File: src/rtl/mac_reg_arbiter.sv
// mac_reg_arbiter: round-robin arbiter that shares one MAC register access
// port among three requesters and returns completion, read data and error.
// Optional timeout abort of the WAIT state: define MAC_REG_ARB_TIMEOUT_EN.
module mac_reg_arbiter #(
  parameter logic [15:0] TIMEOUT_CYCLES = 16'd1024
) (
  input  logic        i_clk,
  input  logic        i_rst,
  input  logic [2:0]  i_req,
  input  logic [2:0]  i_rdwn,
  input  logic [41:0] i_addr,
  input  logic [95:0] i_wr_data,
  output logic [2:0]  o_done,
  output logic [31:0] o_rd_data,
  output logic        o_err,
  output logic        o_mac_request,
  output logic        o_mac_rdwn,
  output logic [13:0] o_mac_addr,
  output logic [31:0] o_mac_wr_data,
  input  logic        i_mac_done,
  input  logic [31:0] i_mac_rd_data
);

  localparam int unsigned ADDR_W = 14;
  localparam int unsigned DATA_W = 32;

  localparam logic [1:0] S_IDLE    = 2'd0;
  localparam logic [1:0] S_ISSUE   = 2'd1;
  localparam logic [1:0] S_WAIT    = 2'd2;
  localparam logic [1:0] S_RELEASE = 2'd3;

  localparam logic [DATA_W-1:0] TIMEOUT_DATA = 32'hDEAD_BEEF;

  logic [1:0]        state_q, state_d;
  logic [1:0]        last_q, last_d;
  logic [1:0]        grant_q, grant_d;
  logic [2:0]        done_d;
  logic [DATA_W-1:0] rd_data_d;
  logic              mac_req_d;
  logic              mac_rdwn_d;
  logic [ADDR_W-1:0] mac_addr_d;
  logic [DATA_W-1:0] mac_wr_data_d;

`ifdef MAC_REG_ARB_TIMEOUT_EN
  logic [15:0] cnt_q, cnt_d;
  logic        err_d;
`endif

  // First set request bit searching upward from the one after last.
  function automatic logic [1:0] rr_pick(input logic [2:0] req, input logic [1:0] last);
    logic [1:0] p0, p1, p2;
    case (last)
      2'd0:    begin p0 = 2'd1; p1 = 2'd2; p2 = 2'd0; end
      2'd1:    begin p0 = 2'd2; p1 = 2'd0; p2 = 2'd1; end
      default: begin p0 = 2'd0; p1 = 2'd1; p2 = 2'd2; end
    endcase
    if (req[p0])      rr_pick = p0;
    else if (req[p1]) rr_pick = p1;
    else              rr_pick = p2;
  endfunction

  // Next-state and next-output logic.
  always_comb begin
    logic [1:0] g;
    g             = 2'd0;
    state_d       = state_q;
    last_d        = last_q;
    grant_d       = grant_q;
    done_d        = 3'b000;
    rd_data_d     = '0;
    mac_req_d     = 1'b0;
    mac_rdwn_d    = o_mac_rdwn;
    mac_addr_d    = o_mac_addr;
    mac_wr_data_d = o_mac_wr_data;
`ifdef MAC_REG_ARB_TIMEOUT_EN
    cnt_d         = cnt_q;
    err_d         = 1'b0;
`endif
    case (state_q)
      S_IDLE: begin
        if (|i_req) begin
          g             = rr_pick(i_req, last_q);
          grant_d       = g;
          mac_req_d     = 1'b1;
          mac_rdwn_d    = i_rdwn[g];
          mac_addr_d    = i_addr[ADDR_W*g +: ADDR_W];
          mac_wr_data_d = i_wr_data[DATA_W*g +: DATA_W];
          state_d       = S_ISSUE;
        end
      end
      S_ISSUE: begin
        state_d = S_WAIT;
`ifdef MAC_REG_ARB_TIMEOUT_EN
        cnt_d   = '0;
`endif
      end
      S_WAIT: begin
        if (i_mac_done) begin
          done_d        = 3'(3'b001 << grant_q);
          rd_data_d     = o_mac_rdwn ? i_mac_rd_data : '0;
          last_d        = grant_q;
          mac_rdwn_d    = 1'b0;
          mac_addr_d    = '0;
          mac_wr_data_d = '0;
          state_d       = S_RELEASE;
        end
`ifdef MAC_REG_ARB_TIMEOUT_EN
        // A completion on the expiry cycle takes priority over the abort.
        else if (cnt_q == TIMEOUT_CYCLES - 16'd1) begin
          done_d        = 3'(3'b001 << grant_q);
          rd_data_d     = TIMEOUT_DATA;
          err_d         = 1'b1;
          last_d        = grant_q;
          mac_rdwn_d    = 1'b0;
          mac_addr_d    = '0;
          mac_wr_data_d = '0;
          state_d       = S_RELEASE;
        end else begin
          cnt_d = cnt_q + 16'd1;
        end
`endif
      end
      default: begin
        state_d = S_IDLE;
      end
    endcase
  end

  // State, grant bookkeeping and registered outputs.
  always_ff @(posedge i_clk) begin
    if (i_rst) begin
      state_q       <= S_IDLE;
      last_q        <= 2'd2;
      grant_q       <= 2'd0;
      o_done        <= 3'b000;
      o_rd_data     <= '0;
      o_mac_request <= 1'b0;
      o_mac_rdwn    <= 1'b0;
      o_mac_addr    <= '0;
      o_mac_wr_data <= '0;
    end else begin
      state_q       <= state_d;
      last_q        <= last_d;
      grant_q       <= grant_d;
      o_done        <= done_d;
      o_rd_data     <= rd_data_d;
      o_mac_request <= mac_req_d;
      o_mac_rdwn    <= mac_rdwn_d;
      o_mac_addr    <= mac_addr_d;
      o_mac_wr_data <= mac_wr_data_d;
    end
  end

`ifdef MAC_REG_ARB_TIMEOUT_EN
  // WAIT-state cycle counter and error flag.
  always_ff @(posedge i_clk) begin
    if (i_rst) begin
      cnt_q <= '0;
      o_err <= 1'b0;
    end else begin
      cnt_q <= cnt_d;
      o_err <= err_d;
    end
  end
`else
  logic unused_timeout;
  assign unused_timeout = ^TIMEOUT_CYCLES;
  assign o_err          = 1'b0;
`endif

endmodule

File: config.mk
export PLATFORM = sky130hd
export DESIGN_NAME = mac_reg_arbiter
export DESIGN_NICKNAME = d
export VERILOG_FILES = /design/src/rtl/mac_reg_arbiter.sv
export SDC_FILE = /design/constraint.sdc
export NUM_CORES = 1
export LEC_CHECK = 0
export CAP_MARGIN = 20
export CELL_PAD_IN_SITES_DETAIL_PLACEMENT = 1
export CELL_PAD_IN_SITES_GLOBAL_PLACEMENT = 2
export CORE_UTILIZATION = 22
export CTS_BUF_LIST = sky130_fd_sc_hd__clkbuf_8
export CTS_CLUSTER_DIAMETER = 200
export DETAILED_ROUTE_END_ITERATION = 12
export GPL_TIMING_DRIVEN = 0
export PLACE_DENSITY_LB_ADDON = 0.1
export SLEW_MARGIN = 20
export SYNTH_ARGS = -nofsm -noshare
export SYNTH_HDL_FRONTEND = slang
export SYNTH_SLANG_ARGS = --single-unit
File: constraint.sdc
create_clock -name i_clk -period 2.1 [get_ports i_clk]
set_clock_uncertainty 0.05 [all_clocks]
set_input_delay 0.42 -clock i_clk [delete_from_list [all_inputs] [get_ports i_clk]]
set_output_delay 0.42 -clock i_clk [all_outputs]
set_load 0.01 [all_outputs]
# Word-level counts from Yosys, hierarchy flattened
# Index checks and enable logic that the tools add are counted.
# classes
n_eq_ne	5
magnitude_cmp	3
multipliers	1
muxes	30
n_reduce_logical	11
n_bitwise	4
shifts	3
# ops
cell	count
$shiftx A96 B8 Y32	1
$mux W32	2
$pmux W32 S2	1
$shiftx A42 B7 Y14	1
$mux W14	2
$pmux W14 S2	1
$mux W2	10
$pmux W2 S2	3
$lt A2 B3 Y1 const B	3
$bmux W1 S2	3
$mux W1	6
$pmux W2 S3	1
$reduce_and A2 Y1	3
$reduce_or A3 Y1	2
$mul A3 B2 Y5 const A	1
$eq A2 B1 Y1 const B	2
$logic_not A2 Y1	2
$ne A2 B2 Y1 const B	2
$not A1 Y1	4
$reduce_or A4 Y1	1
$reduce_and A3 Y1	1
$shl A1 B2 Y3 const A	1
$eq A2 B2 Y1 const B	1
$pmux W1 S2	1
other kinds (2)	2
# word_totals
reg_bits	89
elab_cells	66
out_inout_bits	84
input_bits	179

# Depth between registers and ports, before layout
# depth
ltp_word	14
ltp_mapped	8
mapped_depth_nobuf	6

# Worst setup path before layout
# OpenSTA, ideal clock, no wires.
# synth_timing
kind	input port to flip-flop
from	input port i_req[0]
to	register o_mac_wr_data[10]
path_stages	6
arrival_time_ns	1.605
path_slack_ns	0.323
required_ns	1.928
n_path_buf	2
setup_ns	0.122
path_cell_list	o31ai_1 > nor3_1 > buf_2 > buf_2 > a32oi_1 > o21ai_1
# synth_between
elab_chain_len	9
word_cells_on_any_way	14
classes_between	eq/ne (1); shift (1); mux (10); reduce/logical (2)
# synth_rtl
item	line_no	source
from (decl)	9	input logic [2:0] i_req,
$bmux W1 S2	58	else if (req[p1]) rr_pick = p1;
$mux W1 (not written as such)	58	
$mux W2	58	
$mux W2	57	if (req[p0]) rr_pick = p0;
$mux W2	81	if (|i_req) begin
$mux W2	79	case (state_q)
$shiftx A96 B8 Y32	87	mac_wr_data_d = i_wr_data[DATA_W*g +: DATA_W];
$mux W32	81	
$pmux W32 S2	79	
to (signal assigned)	150	o_mac_wr_data <= mac_wr_data_d;
to (decl)	19	output logic [31:0] o_mac_wr_data,
# Parallel ways exist; a longest one is shown, timed or not. The select of a mux whose other input is x is not followed.
# A chain may end at the register's enable or synchronous reset.

# Final worst setup path
# layout_timing
from	register last_q[0]
to	register o_mac_addr[6]
# layout_between
elab_chain_len	14
word_cells_on_any_way	21
classes_between	mul (1); eq/ne (1); shift (1); mux (17); reduce/logical (1)
# layout_rtl
item	line_no	source
from (decl)	35	logic [1:0] last_q, last_d;
from (signal assigned)	143	last_q <= last_d;
$eq A2 B1 Y1 / $logic_not A2 Y1 (equally long branches)	52	case (last)
$pmux W2 S2	52	
$mux W2	81	
$mux W2	79	
$bmux W1 S2	58	
$mux W1 (not written as such)	58	
$mux W2	58	
$mux W2 (*)	57	
$mux W2 (*)	81	
$mux W2 (*)	79	
$mul A3 B2 Y5 (*)	86	mac_addr_d = i_addr[ADDR_W*g +: ADDR_W];
$shiftx A42 B7 Y14 (*)	86	
$mux W14 (*)	81	
$pmux W14 S2 (*)	79	
to (signal assigned)	149	o_mac_addr <= mac_addr_d;
to (decl)	18	output logic [13:0] o_mac_addr,
# Every way passes the cells marked *; elsewhere a longest branch is shown, timed or not. The select of a mux whose other input is x is not followed.

==> impl_results.md <==
- Worst hold start: o_mac_addr[11]$_SDFFE_PP0P_
- WL per Instance: 18.88 um
- Drt first pass iters: 6
- Most common cell in the netlist: nand2_1
- Final worst path period share: 93.65%
- Leak: 3.184 nW
- Largest net degree at the start of global routing: 19
- DP HPWL: 18130 um
- Clock Latency Late Sink: 390 ps
- Crit start category: flop
- Worst EP required: 2350 ps
- Sequential share of the synthesized area: about a third
- Grt met2 use: about a third
- Vias in the first global route: about 6600
- Max clock buf depth: 2
- Worst min-delay path class: reg2reg
- Post-synth EDFFs: 0
- Storage element area: roughly 1800 um^2
- Die height: 156.2 um
- R2R Path End: o_mac_addr[6]$_SDFFE_PP0P_
- Root Buffer: clkbuf_8
- Gp weighted congestion: 0.7777
- Initial antenna violation count: 2
- Power, Total: a little under 7 mW
- Delay of the slowest critical-path stage: about 450 ps
- Synth Area in Simple Gates: 31.67%
- Final setup fails: 0
- Initial core utilization: 22.35%
- Footprint of the multi-input gates: around 3200 um^2
- Starting DRT DRC Count: 262
- Post-synth top area cell: dfxtp_1
- Synth Area in Compound Gates: 17.78%
- Post-Syn Area per Cell: 7.936 um^2
- Top FF cell, synth: dfxtp_1
- Number of hold buffers added after cts: 0
- Pwr dens: 796.3 nW/um^2
- Synth async-reset ratio: 0%
- RSZ-0062 raised after global routing: yes
- Tmin final: 1967 ps
- Buf+Inv Stages, Crit Path: 2
- Max_slew headroom: between 60% and 70%
- Cell mode on critical path: buf_2
- CTS H-Tree Depth: 3
- Global-route wire length before repair: 36270 um
- GRT busiest layer: met2
- Synth Warn #: 0
- Port Buf Inserts: 261
- M3 GR Usage: roughly 4.9%
- Post-synth top area share: 34.07%
- Final nets: 1113
- Top delay family on crit path: simple AND/OR/NAND/NOR gates
- R2r setup slk: 130 ps
- Slew @ Worst Pin: ~580 ps
- Met1 Use GR: 23.84%
- CTS buffer count: 9
- Hold depth: 2
- Final Max Slew Viols: 0
- Main combinational cell family by area after synthesis: simple AND/OR/NAND/NOR gates
- Post-route DRC violation count: 0
- Slowest stage cell, crit path: dfxtp_1
- IR drop worst, VDD: 269.1 uV
- Fmax: slightly above 500 MHz
- Crit. path cell count: 6
- Syn_nets: 840
- Core Box Area: 23400 um^2
- I/O pin cnt: between 200 and 300
- Crit end category: flop
- Hold Path End: o_mac_addr[11]$_SDFFE_PP0P_
- Gate Count Post-Synth: approximately 660
- CTS tree: done
- Post-synthesis mux area share: 9.593%
- Xor/xnor cell area share of the yosys netlist: 0%
- Antenna-violating nets left: 0
- Layout cells sized above 1: under 10%
- Crit path cell chain: nor3b_4, buf_2, buf_2, nor4b_1, nor3_1, o21ai_1
- Finished layout cell area: between 8000 and 9000 um^2
- Outcome: complete, no violations
- Max cap viols: 0
- GRT Util Overall: 19.44%
- Mapped Area: 5230 um^2
- Arrival @ worst endpoint: about 2200 ps
- Via-to-Cell Ratio: 4.802
- Ranking of synthesized cells by area: dfxtp_1, mux2i_1, nor4b_1
- Unique masters post-synth: 34
- Reg clk slew, reported paths: 120 ps
- GRT Residual Overflow: 0
- FP Rows: 56
- Commonest cells post-synth: nand2_1, dfxtp_1, a21oi_1, nor3_1
- Placed inst area: 8242 um^2
- CTS sink cnt: 89
- #FFs+latches synth: 89
- Die Width: 156.2 um
- FF-to-FF path depth: 6
- Crit Path Max Fanout: 10
- Vias: 6036
- Final hold violation count: 0
- P&R area growth vs syn: 64.09%
- Worst Path Class, Setup: reg2reg
- Adder-Cell Fraction of Synth Area: 0.4785%
- Final WL: 23740 um
- Reg2reg start: last_q[0]$_SDFFE_PP0P_
- Die area: 24390 um^2
- Filler Cells Inserted: 2836
routing by layer:
| metal | part of all wire, % | vias up |
|---|---|---|
| met5 | 0.042 | - |
| met4 | 1.6 | 2 |
| met3 | 6.3 | 26 |
| met2 | 48 | 189 |
| met1 | 44 | 2885 |
| li1 | - | 2934 |
timing repair:
| item | in CTS | in global routing |
|---|---|---|
| gates resized for setup | 35 | 26 |
| setup buffers | 1 | 0 |
| endpoints found under the setup margin | 67 | 47 |
| endpoints found under the hold margin | 0 | 0 |
worst min-delay path, cell delays in order (launching register included):
cell and delay [ps]:
dfxtp_1 350, a32oi_1 50, o21ai_0 60
worst max-delay path by stage:
stage | to | startpoint | slack [ps]
floorplan | o_mac_wr_data[10]$_SDFFE_PP0P_ | i_req[0] | 320
global route | o_rd_data[5]$_SDFF_PP0_ | state_q[0]$_SDFFE_PP0P_ | -10
CTS | o_mac_addr[6]$_SDFFE_PP0P_ | i_req[2] | 10
finish | o_mac_addr[6]$_SDFFE_PP0P_ | last_q[0]$_SDFFE_PP0P_ | 130
global placement | o_mac_addr[6]$_SDFFE_PP0P_ | i_req[1] | -880
detailed placement | o_mac_addr[6]$_SDFFE_PP0P_ | i_req[1] | -880
state kept, by name, indices dropped and copies added (netlist names):
signal / count
o_rd_data: 32
o_mac_addr: 14
o_done: 3
state_q: 2
grant_q: 2
o_mac_wr_data: 32
last_q: 2
o_mac_rdwn: 1
o_mac_request: 1
final cells by class:
class	instances	share of cell area, %
diodes	1	0.02916
plain buffers	71	4.549
clock buffers	9	1.443
clock inverters	7	1.079
inverters	3	0.1312
multi-input cells	496	36.83
flip-flops and latches	89	20.76
well taps	319	4.651
repair buffers	262	30.53
cells by family (layout without fill, tap and decap cells):
family,count (synthesis),after routing
other cells,1,2
fa+ha+maj,2,2
flops,89,89
compound gates,148,148
simple gates,295,295
mux,50,50
buf+inv,74,352
cells in the final DEF (no fill, tap or decap), types with 2 or more instances in the layout:
cell               n
clkbuf_4           4
nor2b_1            3
buf_2             12
nor2_1             6
nand2_1           97
inv_1              3
clkbuf_2          21
nor3_1            49
clkbuf_1          21
and2_1            32
clkbuf_8           9
dfxtp_1           89
mux2i_1           49
buf_4              9
a21oi_1           49
inv_6              3
clkdlybuf4s50_1  258
nand2b_1          48
o21ai_1           30
dlygate4sd2_1      2
nor4b_1           49
o21ai_0           17
buf_6              5
a32oi_1           47
power breakdown:
part / switching (mW) / internal, mW
Combinational: 1.61 / 1.59
Clock: 0.790 / 0.585
Sequential: 0.202 / 2.06
Total: 2.60 / 4.23
metrics by stage:
stage / hold slack (ps) / std cells / utilization (%) / setup slack, ps / TNS, ps
floorplan: 401.0 / 659 / - / 323.1 / 0
global placement: 403.2 / 1239 / 35.22 / -884.2 / -39160
detailed placement: 409.2 / 1239 / 35.22 / -875.5 / -41520
CTS: 437.5 / 1256 / 36.47 / 13.30 / 0
global route: 465.3 / 1256 / 36.66 / -10.67 / -13.21
finish: 436.3 / 1257 / 36.67 / 133.3 / 0
No activity file was read; power rests on OpenSTA's default activity.
